[src/rtl/ws_core_ctrl.sv]
// Weight-stationary convolution sequencer: walks every kernel position through
// weight load, activation stream, execute and psum drain, emitting core.inst.
module ws_core_ctrl #(
    parameter int          COL     = 8,
    parameter int          LEN_NIJ = 36,
    parameter int          LEN_KIJ = 9,
    parameter int          GAP     = 10,
    parameter logic [10:0] W_BASE  = 11'h400
) (
    input  logic        clk,
    input  logic        reset,
    input  logic        start,
    input  logic        ofifo_valid,
    output logic [34:0] inst,
    output logic        busy,
    output logic        done,
    output logic [3:0]  kij
);

    typedef struct packed {
        logic        mode;
        logic        acc;
        logic        cen_pmem;
        logic        wen_pmem;
        logic [10:0] a_pmem;
        logic        cen_xmem;
        logic        wen_xmem;
        logic [10:0] a_xmem;
        logic        ofifo_rd;
        logic        ififo_wr;
        logic        ififo_rd;
        logic        l0_rd;
        logic        l0_wr;
        logic        execute;
        logic        load;
    } inst_t;

    typedef enum logic [3:0] {
        S_IDLE,
        S_W_L0,
        S_W_LOAD,
        S_W_GAP,
        S_A_L0,
        S_EXEC,
        S_E_GAP,
        S_DRAIN,
        S_NEXT,
        S_DONE
    } state_t;

    // Both memories disabled and write-protected, every strobe low.
    localparam inst_t      IDLE_WORD   = inst_t'(35'h1800C0000);

    localparam logic [5:0] W_L0_END    = 6'(COL - 1);
    localparam logic [5:0] W_LOAD_END  = 6'(2 * COL);
    localparam logic [5:0] GAP_END     = 6'(GAP - 1);
    localparam logic [5:0] NIJ_END     = 6'(LEN_NIJ - 1);
    localparam logic [5:0] EXEC_END    = 6'(LEN_NIJ);
    localparam logic [3:0] KIJ_LAST    = 4'(LEN_KIJ - 1);

    state_t      state_q, state_d;
    inst_t       inst_q, inst_d;
    logic [5:0]  cnt_q;
    logic [3:0]  kij_q;
    logic        cnt_adv;
    logic [10:0] w_off;
    logic [10:0] p_off;

    assign w_off = 11'(kij_q) * 11'(COL);
    assign p_off = 11'(kij_q) * 11'(LEN_NIJ);

    // NOTE: every signal driven here gets a default first, so no path leaves a latch.
    always_comb begin
        state_d = state_q;
        inst_d  = IDLE_WORD;
        cnt_adv = 1'b1;

        unique case (state_q)
            S_IDLE: begin
                cnt_adv = 1'b0;
                if (start) state_d = S_W_L0;
            end
            S_W_L0: begin
                inst_d.cen_xmem = 1'b0;
                inst_d.a_xmem   = W_BASE + w_off + {5'b0, cnt_q};
                inst_d.l0_wr    = 1'b1;
                if (cnt_q == W_L0_END) state_d = S_W_LOAD;
            end
            S_W_LOAD: begin
                inst_d.l0_rd = 1'b1;
                inst_d.load  = 1'b1;
                if (cnt_q == W_LOAD_END) state_d = S_W_GAP;
            end
            S_W_GAP: begin
                if (cnt_q == GAP_END) state_d = S_A_L0;
            end
            S_A_L0: begin
                inst_d.cen_xmem = 1'b0;
                inst_d.a_xmem   = {5'b0, cnt_q};
                inst_d.l0_wr    = 1'b1;
                if (cnt_q == NIJ_END) state_d = S_EXEC;
            end
            S_EXEC: begin
                inst_d.l0_rd   = 1'b1;
                inst_d.execute = 1'b1;
                if (cnt_q == EXEC_END) state_d = S_E_GAP;
            end
            S_E_GAP: begin
                if (cnt_q == GAP_END) state_d = S_DRAIN;
            end
            S_DRAIN: begin
                // Only a cycle with data available advances the drain.
                cnt_adv = ofifo_valid;
                if (ofifo_valid) begin
                    inst_d.ofifo_rd = 1'b1;
                    inst_d.cen_pmem = 1'b0;
                    inst_d.wen_pmem = 1'b0;
                    inst_d.a_pmem   = p_off + {5'b0, cnt_q};
                    if (cnt_q == NIJ_END) state_d = S_NEXT;
                end
            end
            S_NEXT: begin
                state_d = (kij_q == KIJ_LAST) ? S_DONE : S_W_L0;
            end
            S_DONE: begin
                state_d = S_IDLE;
            end
            default: begin
                state_d = S_IDLE;
            end
        endcase
    end

    // NOTE: sequential state uses non-blocking assignments so every register samples pre-edge values.
    always_ff @(posedge clk) begin
        if (reset) begin
            state_q <= S_IDLE;
            inst_q  <= IDLE_WORD;
            cnt_q   <= '0;
            kij_q   <= '0;
        end else begin
            state_q <= state_d;
            inst_q  <= inst_d;

            if (state_d != state_q) cnt_q <= '0;
            else if (cnt_adv)       cnt_q <= cnt_q + 6'd1;

            if (state_q == S_IDLE && start)                  kij_q <= '0;
            else if (state_q == S_NEXT && kij_q != KIJ_LAST) kij_q <= kij_q + 4'd1;
        end
    end

    assign inst = inst_q;
    assign busy = (state_q != S_IDLE);
    assign done = (state_q == S_DONE);
    assign kij  = kij_q;

endmodule

[config.mk]
export PLATFORM = sky130hd
export DESIGN_NAME = ws_core_ctrl
export DESIGN_NICKNAME = d
export VERILOG_FILES = /design/src/rtl/ws_core_ctrl.sv
export SDC_FILE = /design/constraint.sdc
export NUM_CORES = 1
export LEC_CHECK = 0
export ABC_AREA = 1
export CAP_MARGIN = 30
export CORE_MARGIN = 5
export CORE_UTILIZATION = 51
export DETAILED_ROUTE_END_ITERATION = 10
export PLACE_DENSITY = 0.82
export SYNTH_ARGS = -nofsm -noshare
export SYNTH_HDL_FRONTEND = slang
export SYNTH_SLANG_ARGS = --single-unit
[constraint.sdc]
create_clock -name clk -period 2.6 [get_ports clk]
set_input_delay 0.52 -clock clk [delete_from_list [all_inputs] [get_ports clk]]
set_output_delay 0.52 -clock clk [all_outputs]
set_load 0.005 [all_outputs]
==> results of run 1 <==
[worst max-delay path: cells and delay by family (launching register included)]
kind                   cells  cell delay, ps
buffers and inverters      2             640
flip-flops                 1             480
AND/OR/NAND/NOR            1             180
[kinds of logic (layout without fill, tap and decap cells)]
logic type,Yosys count,count (layout)
AOI/OAI and AO/OA,34,34
xor gates and xnor gates,9,9
adders and majority gates,17,17
buffers and inverters,52,88
DFF,41,41
other,2,7
and+or+nand+nor,123,123
[cell type report]
cell class	count	area, um^2	share of cell area, %
clock inverter	3	65.1	2.40
multi-input combinational	190	1160	42.8
sequential	41	821	30.3
timing repair buffer	37	370	13.7
clock buffer	5	68.8	2.54
inverter	43	161	5.96
tap	50	62.6	2.31
[cells in the final DEF, fill, tap and decap left out, types with 7 or more instances in the layout]
| cell | count |
|---|---|
| clkdlybuf4s50_1 | 37 |
| inv_2 | 7 |
| xor2_1 | 7 |
| a21oi_1 | 18 |
| ha_1 | 15 |
| nor2_1 | 31 |
| nand3_1 | 15 |
| conb_1 | 7 |
| nor2_2 | 15 |
| inv_1 | 36 |
| nand2_1 | 38 |
| dfxtp_1 | 41 |
| o21ai_0 | 7 |
[state kept, by name, indices dropped and copies added, names as in the netlist]
| signal | cells |
|---|---|
| state_q | 4 |
| cnt_q | 6 |
| inst | 27 |
| kij | 4 |
[through the flow]
stage	std cells	worst slack (ps)	utilization, %	hold slack (ps)
2_1_floorplan	283	829	-	511
5_1_grt	369	366	66.2	625
6_report	369	474	66.2	581
3_5_place_dp	361	601	63.0	573
3_3_place_gp	361	658	63.0	555
4_1_cts	369	461	66.2	592
[report_power, final]
group          internal [uW]  switching, uW
combinational           27.4           46.5
clock                    381            225
sequential               633           4.28
total                   1040            275
[routing by layer]
| metal | vias up | routed length (um) |
|---|---|---|
| met5 | - | 0 |
| met4 | 0 | 83 |
| met3 | 10 | 266 |
| met2 | 37 | 2160 |
| met1 | 835 | 2150 |
| li1 | 945 | - |
[synth_stat cells, types with 2 or more instances]
library cell	number	area share, %
dfxtp_1	41	38
nand2_1	38	6.5
inv_1	36	6.2
nor2_1	31	5.3
a21oi_1	18	4.1
ha_1	15	8.6
nand3_1	15	3.4
nor2_2	15	4.3
buf_4	8	2.7
inv_2	7	1.2
o21ai_0	7	1.6
xor2_1	7	2.8
nand2_4	5	2.6
nor3_1	5	1.1
nand2_2	4	1.1
nor2_4	4	2.1
a21oi_2	2	0.80
a32o_1	2	0.92
conb_1	2	0.34
fa_1	2	1.8
nor3_2	2	0.92
xnor2_1	2	0.80
[final timing paths]
check / startpoint / to / slack [ps] / depth (start not counted)
max: state_q[3]$_SDFF_PP0_ / done / 470 / 3
min: cnt_q[1]$_SDFFE_PP0P_ / inst[8]$_SDFF_PP0_ / 580 / 2
max reg2reg: kij[0]$_SDFFE_PP0P_ / inst[28]$_SDFF_PP0_ / 620 / 10
min reg2reg: cnt_q[1]$_SDFFE_PP0P_ / inst[8]$_SDFF_PP0_ / 580 / 2
==> metrics, run 1 <==
Post-layout nets=about 340; CTS max path bufs=2; Async S/R FF share, synth=0%; Congestion Overflow GR=0; largest family of logic cells by synthesized area=simple AND/OR/NAND/NOR gates; hold buffer count at CTS=0; worst min path class=flip-flop to flip-flop; Arrival @ worst endpoint=~1600 ps; most common flop cell mapped by yosys=dfxtp_1; Netlist cell types=32; Design Area, Final=0.00271 mm^2; post-layout min period=2130 ps; H-tree depth=2; Fillers=about 350; overall power=~1300 uW; RSZ-0062 raised after global routing=false; post-cts resize count=0; fmax=470 MHz; mux share of post-synthesis cell area=0%; syn_area_per_cell=approximately 8 um^2; met2 GRT Util=approximately 28%; Fin. Hold Viols=0; P&R area growth vs syn=23.9%; slowest cell delay on critical path=around 520 ps; Slew @ Worst Pin=559 ps; RD Place Congestion=0.910; Final Skew=7.99 ps; Die ar.=roughly 0.0057 mm^2; number of synthesized flops with an enable pin=0; via-per-instance ratio=4.95; number of global-route vias before repair=approximately 1,700; Compound-Gate Fraction of Synth Area=a little under a tenth; total track usage=roughly 18%; first-pass GRT wire length=7.53 mm; met1 Use GR=22.3%; Die Y=75.5 um; pwr dens=487 mW/mm^2; Routed Antenna Nets=0; Crit path required time=around 2100 ps; FF+latch count, synth=approximately 40; Cell Rows=23; layout cell share with drive strength beyond 1=roughly 15%; simple-gate portion of the synthesized area=around 29%; GR Layer Usage met3=4.22%; Fin Setup TNS=0 ps; crit path cell chain=inv_2, nor3_1, clkdlybuf4s50_1; Slew headroom=a little over three fifths; static leakage=about 0.0011 uW; period utilization=between 80% and 90%; # diodes=0; DR DRC count=0; TritonCTS clock tree=built; adder-cell share of the synthesized area=around a tenth; CTS Root Cell=clkbuf_8; initial antenna violation count=0; WL/cell=12.6 um; post-DP HPWL=between 3 and 4 mm; die width=~75 um; fin. max-slew vios=0; IO Count=45; Post-CTS Setup Repair Bufs=0; drt pass-1 iters=4; status=finished, final reports clean; Starting Density=a little over half; DRT iter0 DRCs=89; final setup fails=0; XOR/XNOR Fraction of Synth Area=3.61%; Syn Inst Count=about 280; clk sinks=41; via count=between 1,500 and 2,000; Max-cap violations=0; gr busiest metal=met2; dpl cell area=0.00257 mm^2; pin count of the biggest net entering global routing=14; Post-Synthesis Cell Area=0.00218 mm^2; clk slew on worst S/H paths=roughly 80 ps; Core ar.=a little over 0.004 mm^2; maximum vdd drop=0.433 mV; post-synthesis sequential area ratio=37.6%; Port Buf Inserts=37; Critical Path Sink Type=output pin; Clock Latency Late Sink=~300 ps; CP Max Fanout=7; Slowest-stage cell, CP=clkdlybuf4s50_1; CP Class=flip-flop to output pin; Total Routed Length=~4.7 mm; Ys Warns=0; TritonCTS buffer count=5; crit path launch type=flip-flop
Power figures use the tool's default switching activity.
==> run 2: changes to the inputs <==
==> constraint.sdc (replaced) <==
create_clock -name clk -period 2 [get_ports clk]
set_input_delay 0.4 -clock clk [delete_from_list [all_inputs] [get_ports clk]]
set_output_delay 0.4 -clock clk [all_outputs]
set_load 0.005 [all_outputs]
==> run 2 against run 1 <==
  * Critical path depth did not move
  * Count of clock-buffer cells in the layout rose by 1
  * Register-to-register slack got worse by 520 ps
  * Largest cell class unchanged
  * Design area rose by 1.5%
  * Clock skew barely moved
==> metrics, run 2 (synthesis gave the netlist of run 1 again) <==
Core ar.=about 0.0041 mm^2; P&R area growth vs syn=25.7%; Total Routed Length=roughly 4.7 mm; switch share=around 22%; post-layout min period=approximately 1900 ps; CP Max Fanout=4; hold buffer count at CTS=0; Comb pwr share=5.9%; Clock power frac=~43%; commonest non-fill, non-tap cells in the layout=37 x nand2_1, 37 x dfxtp_1, 37 x clkdlybuf4s50_1, 36 x inv_1, 31 x nor2_1; CP Class=flip-flop to output pin; period utilization=a little over nine tenths; maximum vdd drop=roughly 0.53 mV; Cell Rows=23; via count=1,844; initial antenna violation count=0; post-DP HPWL=between 3 and 4 mm; hold depth=2; # diodes=0; RD Place Congestion=0.920; Int Pwr=about 1300 uW; FF-to-FF path depth=10; first-pass GRT wire length=~8.0 mm; DR DRC count=0; Max-cap violations=0; Crit path required time=around 1600 ps; die width=~75 um; clk sinks=between 40 and 50; worst reg2reg setup slack=~100 ps; crit path launch type=flip-flop; total track usage=18.5%; layout cell share with drive strength beyond 1=17.9%; CTS max path bufs=2; dpl cell area=0.00261 mm^2; pin count of the biggest net entering global routing=14; Die ar.=0.00569 mm^2; sequential cell area=about 830 um^2; clk slew on worst S/H paths=about 80 ps; Switch Pwr=approximately 350 uW; Post-layout nets=about 340; TritonCTS clock tree=built; CTS Root Cell=clkbuf_8; IO Count=between 40 and 50; Fin Setup TNS=0 ps; number of global-route vias before repair=~1,800; WL/cell=roughly 13 um; Fillers=around 360; multi-input logic area=0.00117 mm^2; final setup fails=0; TritonCTS buffer count=5; reg2reg start=cnt_q[2]$_SDFFE_PP0P_; Hold Path End=kij[3]$_SDFFE_PP0P_; Arrival @ worst endpoint=between 1500 and 2000 ps; drt pass-1 iters=4; H-tree depth=2; Final Skew=8.34 ps; Port Buf Inserts=37; worst r2r dst=inst[28]$_SDFF_PP0_; hold path startpoint=kij[0]$_SDFFE_PP0P_; Design Area, Final=0.00275 mm^2; max FFs per register=27; Clock Latency Late Sink=300 ps; RSZ-0062 raised after global routing=false; static leakage=about 0.0012 uW; Fin. Hold Viols=0; via-per-instance ratio=4.93; Critical Path Sink Type=output pin; worst min path class=flip-flop to flip-flop; fin. max-slew vios=0; fmax=roughly 520 MHz; sequential power share=51.3%; status=finished, final reports clean; pwr dens=between 500 and 600 mW/mm^2; Routed Antenna Nets=0; Die Y=75.5 um; Congestion Overflow GR=0; DRT iter0 DRCs=91; Starting Density=53.5%
## run 2: power by group through the flow
stage / clock network, uW / registers, uW / logic [uW]
detailed placement: 0 / 848 / 94.8
floorplan: 0 / 848 / 71.1
global route: 744 / 829 / 106
CTS: 705 / 829 / 95.3
finish: 690 / 828 / 95.3
global placement: 0 / 848 / 93.8
## run 2: through the flow
stage,hold slack [ps],cells,util (%),total power (uW),worst slack [ps]
after floorplan,484,283,-,919,229
after global placement,553,366,63.9,942,203
after detailed placement,578,366,63.9,943,84.5
after CTS,596,374,66.8,1630,16.1
after global routing,598,374,67.2,1680,0.513
final,578,374,67.2,1610,86.9
## run 2: critical path: stages, from the launching register on
cell and delay (ps):
dfxtp_1 420, nand2_1 130, nor3_1 140, clkdlybuf4s50_1 520
## run 2: area by class of cell
class,instances,area share (%)
clock buffer,6,3.01
clock inverter,2,1.37
inverter,43,5.88
multi-input combinational,190,42.5
sequential,41,30.2
tap,50,2.28
timing repair buffer,42,14.9
## run 2: worst max path at each step
stage,slack (ps),from,end,cells past startpoint
after global placement,200,kij[0]$_SDFFE_PP0P_,inst[28]$_SDFF_PP0_,10
after detailed placement,80,kij[0]$_SDFFE_PP0P_,inst[28]$_SDFF_PP0_,10
final,90,state_q[0]$_SDFF_PP0_,done,3
after floorplan,230,kij[0]$_SDFFE_PP0P_,inst[28]$_SDFF_PP0_,10
after global routing,0.5,kij[0]$_SDFFE_PP0P_,inst[28]$_SDFF_PP0_,10
after CTS,20,kij[0]$_SDFFE_PP0P_,inst[28]$_SDFF_PP0_,10
## run 2: timing repair
action	CTS	global route
gates resized for setup	0	8
buffers inserted	0	0
setup endpoints to repair	0	3
## run 2: per-layer routing
metal,GRT usage [%],up-vias,share of wire (%)
met4,6.80,0,1.4
met3,5.15,6,4.9
li1,-,952,-
met1,21.3,851,44
met5,0,-,0
met2,32.5,35,50
==> run 3: changes to the inputs <==
--- a/config.mk
+++ b/config.mk
@@ -7,6 +7,7 @@
 export LEC_CHECK = 0
 export ABC_AREA = 1
 export CAP_MARGIN = 30
+export CORE_ASPECT_RATIO = 1.75
 export CORE_MARGIN = 5
 export CORE_UTILIZATION = 51
 export DETAILED_ROUTE_END_ITERATION = 10
==> constraint.sdc (replaced) <==
create_clock -name clk -period 2 [get_ports clk]
set_input_delay 0.4 -clock clk [delete_from_list [all_inputs] [get_ports clk]]
set_output_delay 0.4 -clock clk [all_outputs]
set_load 0.02 [all_outputs]
==> run 3 against run 2 <==
  * Setup slack got worse by 1.7 ps
  * Via count increased by 1.0%
  * Combinational power increased by 18%
  * Critical path depth unchanged
  * Global-route usage decreased by 0.60 points
  * Clock skew decreased by 2.8 ps
  * Worst hold slack improved by 5.1 ps
  * Critical path type unchanged
  * Cell count unchanged
  * Die area increased by 0.90%
  * Flip-flop and latch count unchanged
  * Fmax about the same
==> metrics, run 3 (synthesis gave the netlist of run 1 again) <==
period utilization=between 90 and 100%; DR DRC count=0; pin count of the biggest net entering global routing=14; TritonCTS buffer count=5; die width=about 59 um; max FFs per register=27; clk slew on worst S/H paths=roughly 80 ps; Crit path required time=between 1500 and 2000 ps; Crit path buffers/inverters=1; slowest cell delay on critical path=600 ps; number of global-route vias before repair=between 1,500 and 2,000; clk sinks=41; status=finished, final reports clean; WL/cell=between 10 and 15 um; RSZ-0062 raised after global routing=false; Die ar.=between 0.005 and 0.006 mm^2; Post-CTS Setup Repair Bufs=0; Core ar.=0.00415 mm^2; multi-input logic area=between 0.001 and 0.0015 mm^2; Total Routed Length=approximately 4.8 mm; CP Max Fanout=5; worst min path class=flip-flop to flip-flop; Port Buf Inserts=37; # diodes=0; RD Place Congestion=0.947; via count=1,863; Clock Latency Late Sink=roughly 300 ps; post-DP HPWL=3.74 mm; Hold WS=approximately 600 ps; first-pass GRT wire length=between 7 and 8 mm; via-per-instance ratio=~5.0; fin. max-slew vios=0; Post-layout nets=around 350; fmax=522 MHz; GR Layer Usage met3=4.39%; met2 GRT Util=32.6%; TritonCTS clock tree=built; static leakage=between 0.001 and 0.0015 uW; Fillers=roughly 360; crit-path leading delay family=buffers and inverters; Cell Rows=31; IO Count=45; Critical Path Sink Type=output pin; DRT iter0 DRCs=42; Die Y=about 97 um; Slowest-stage cell, CP=clkdlybuf4s50_1; CP Class=flip-flop to output pin; commonest non-fill, non-tap cells in the layout=38 x nand2_1, 38 x dfxtp_1, 36 x inv_1, 36 x clkdlybuf4s50_1, 31 x nor2_1; Fin. Hold Viols=0; Congestion Overflow GR=0; Final Skew=5.56 ps; met1 Use GR=around 18%; Starting Density=52.6%; CTS max path bufs=2; crit path cell chain=nor2_4, nand2_1, clkdlybuf4s50_1; sequential cell area=between 800 and 900 um^2; post-layout min period=~1900 ps; H-tree depth=2; pwr dens=between 500 and 600 mW/mm^2; P&R area growth vs syn=24.6%; CTS Root Cell=clkbuf_8; maximum vdd drop=0.798 mV; Max-cap violations=0; Fin Setup TNS=0 ps; initial antenna violation count=0; total track usage=17.9%; Routed Antenna Nets=0; Arrival @ worst endpoint=1510 ps; layout cell share with drive strength beyond 1=between 10% and 20%; final setup fails=0; crit path launch type=flip-flop; gr busiest metal=met2; drt pass-1 iters=4
-- run 3: final timing paths --
check / start / end / slack (ps) / depth (start not counted)
min reg2reg: cnt_q[0]$_SDFFE_PP0P_ / inst[7]$_SDFF_PP0_ / 580 / 2
max: state_q[0]$_SDFF_PP0_ / busy / 90 / 3
max reg2reg: kij[0]$_SDFFE_PP0P_ / inst[28]$_SDFF_PP0_ / 200 / 10
min: cnt_q[0]$_SDFFE_PP0P_ / inst[7]$_SDFF_PP0_ / 580 / 2
-- run 3: final cells by class --
class	count	share of cell area (%)
well taps	49	2.25
repair buffers	43	15.2
flip-flops and latches	41	30.4
clock buffers	6	3.03
clock inverters	2	0.506
inverters	43	5.93
multi-input cells	190	42.7
-- run 3: per-layer routing --
| layer | routed length, um | up-vias |
|---|---|---|
| met5 | 0 | - |
| met4 | 208 | 0 |
| met3 | 245 | 11 |
| met2 | 2600 | 52 |
| met1 | 1730 | 843 |
| li1 | - | 957 |
-- run 3: power breakdown --
| group | total (uW) | internal [uW] | switching (uW) | leakage (uW) |
|---|---|---|---|---|
| registers | 828 | 821 | 6.07 | 0.000333 |
| logic | 112 | 37.9 | 73.7 | 0.000782 |
| clock network | 581 | 280 | 301 | 0.0000512 |
-- run 3: worst min-delay path, stage by stage (launching register included) --
cell and delay, ps:
dfxtp_1 350, inv_1 130, nor2_1 60
-- run 3: stage by stage --
stage          worst slack [ps]  total power [uW]  area, um^2  utilization, %  std cells
2_1_floorplan               108               934        2200               -        283
3_3_place_gp                213               958        2620            63.0        366
3_5_place_dp                154               959        2620            63.0        366
4_1_cts                    41.0              1530        2710            65.3        374
5_1_grt                    4.50              1580        2720            65.6        374
6_report                   85.2              1520        2720            65.6        374
-- run 3: what timing repair did --
item | in CTS | in global routing
hold buffers | 0 | 0
resized for setup | 1 | 5
endpoints found under the setup margin | 1 | 2
endpoints found under the hold margin | 0 | 0
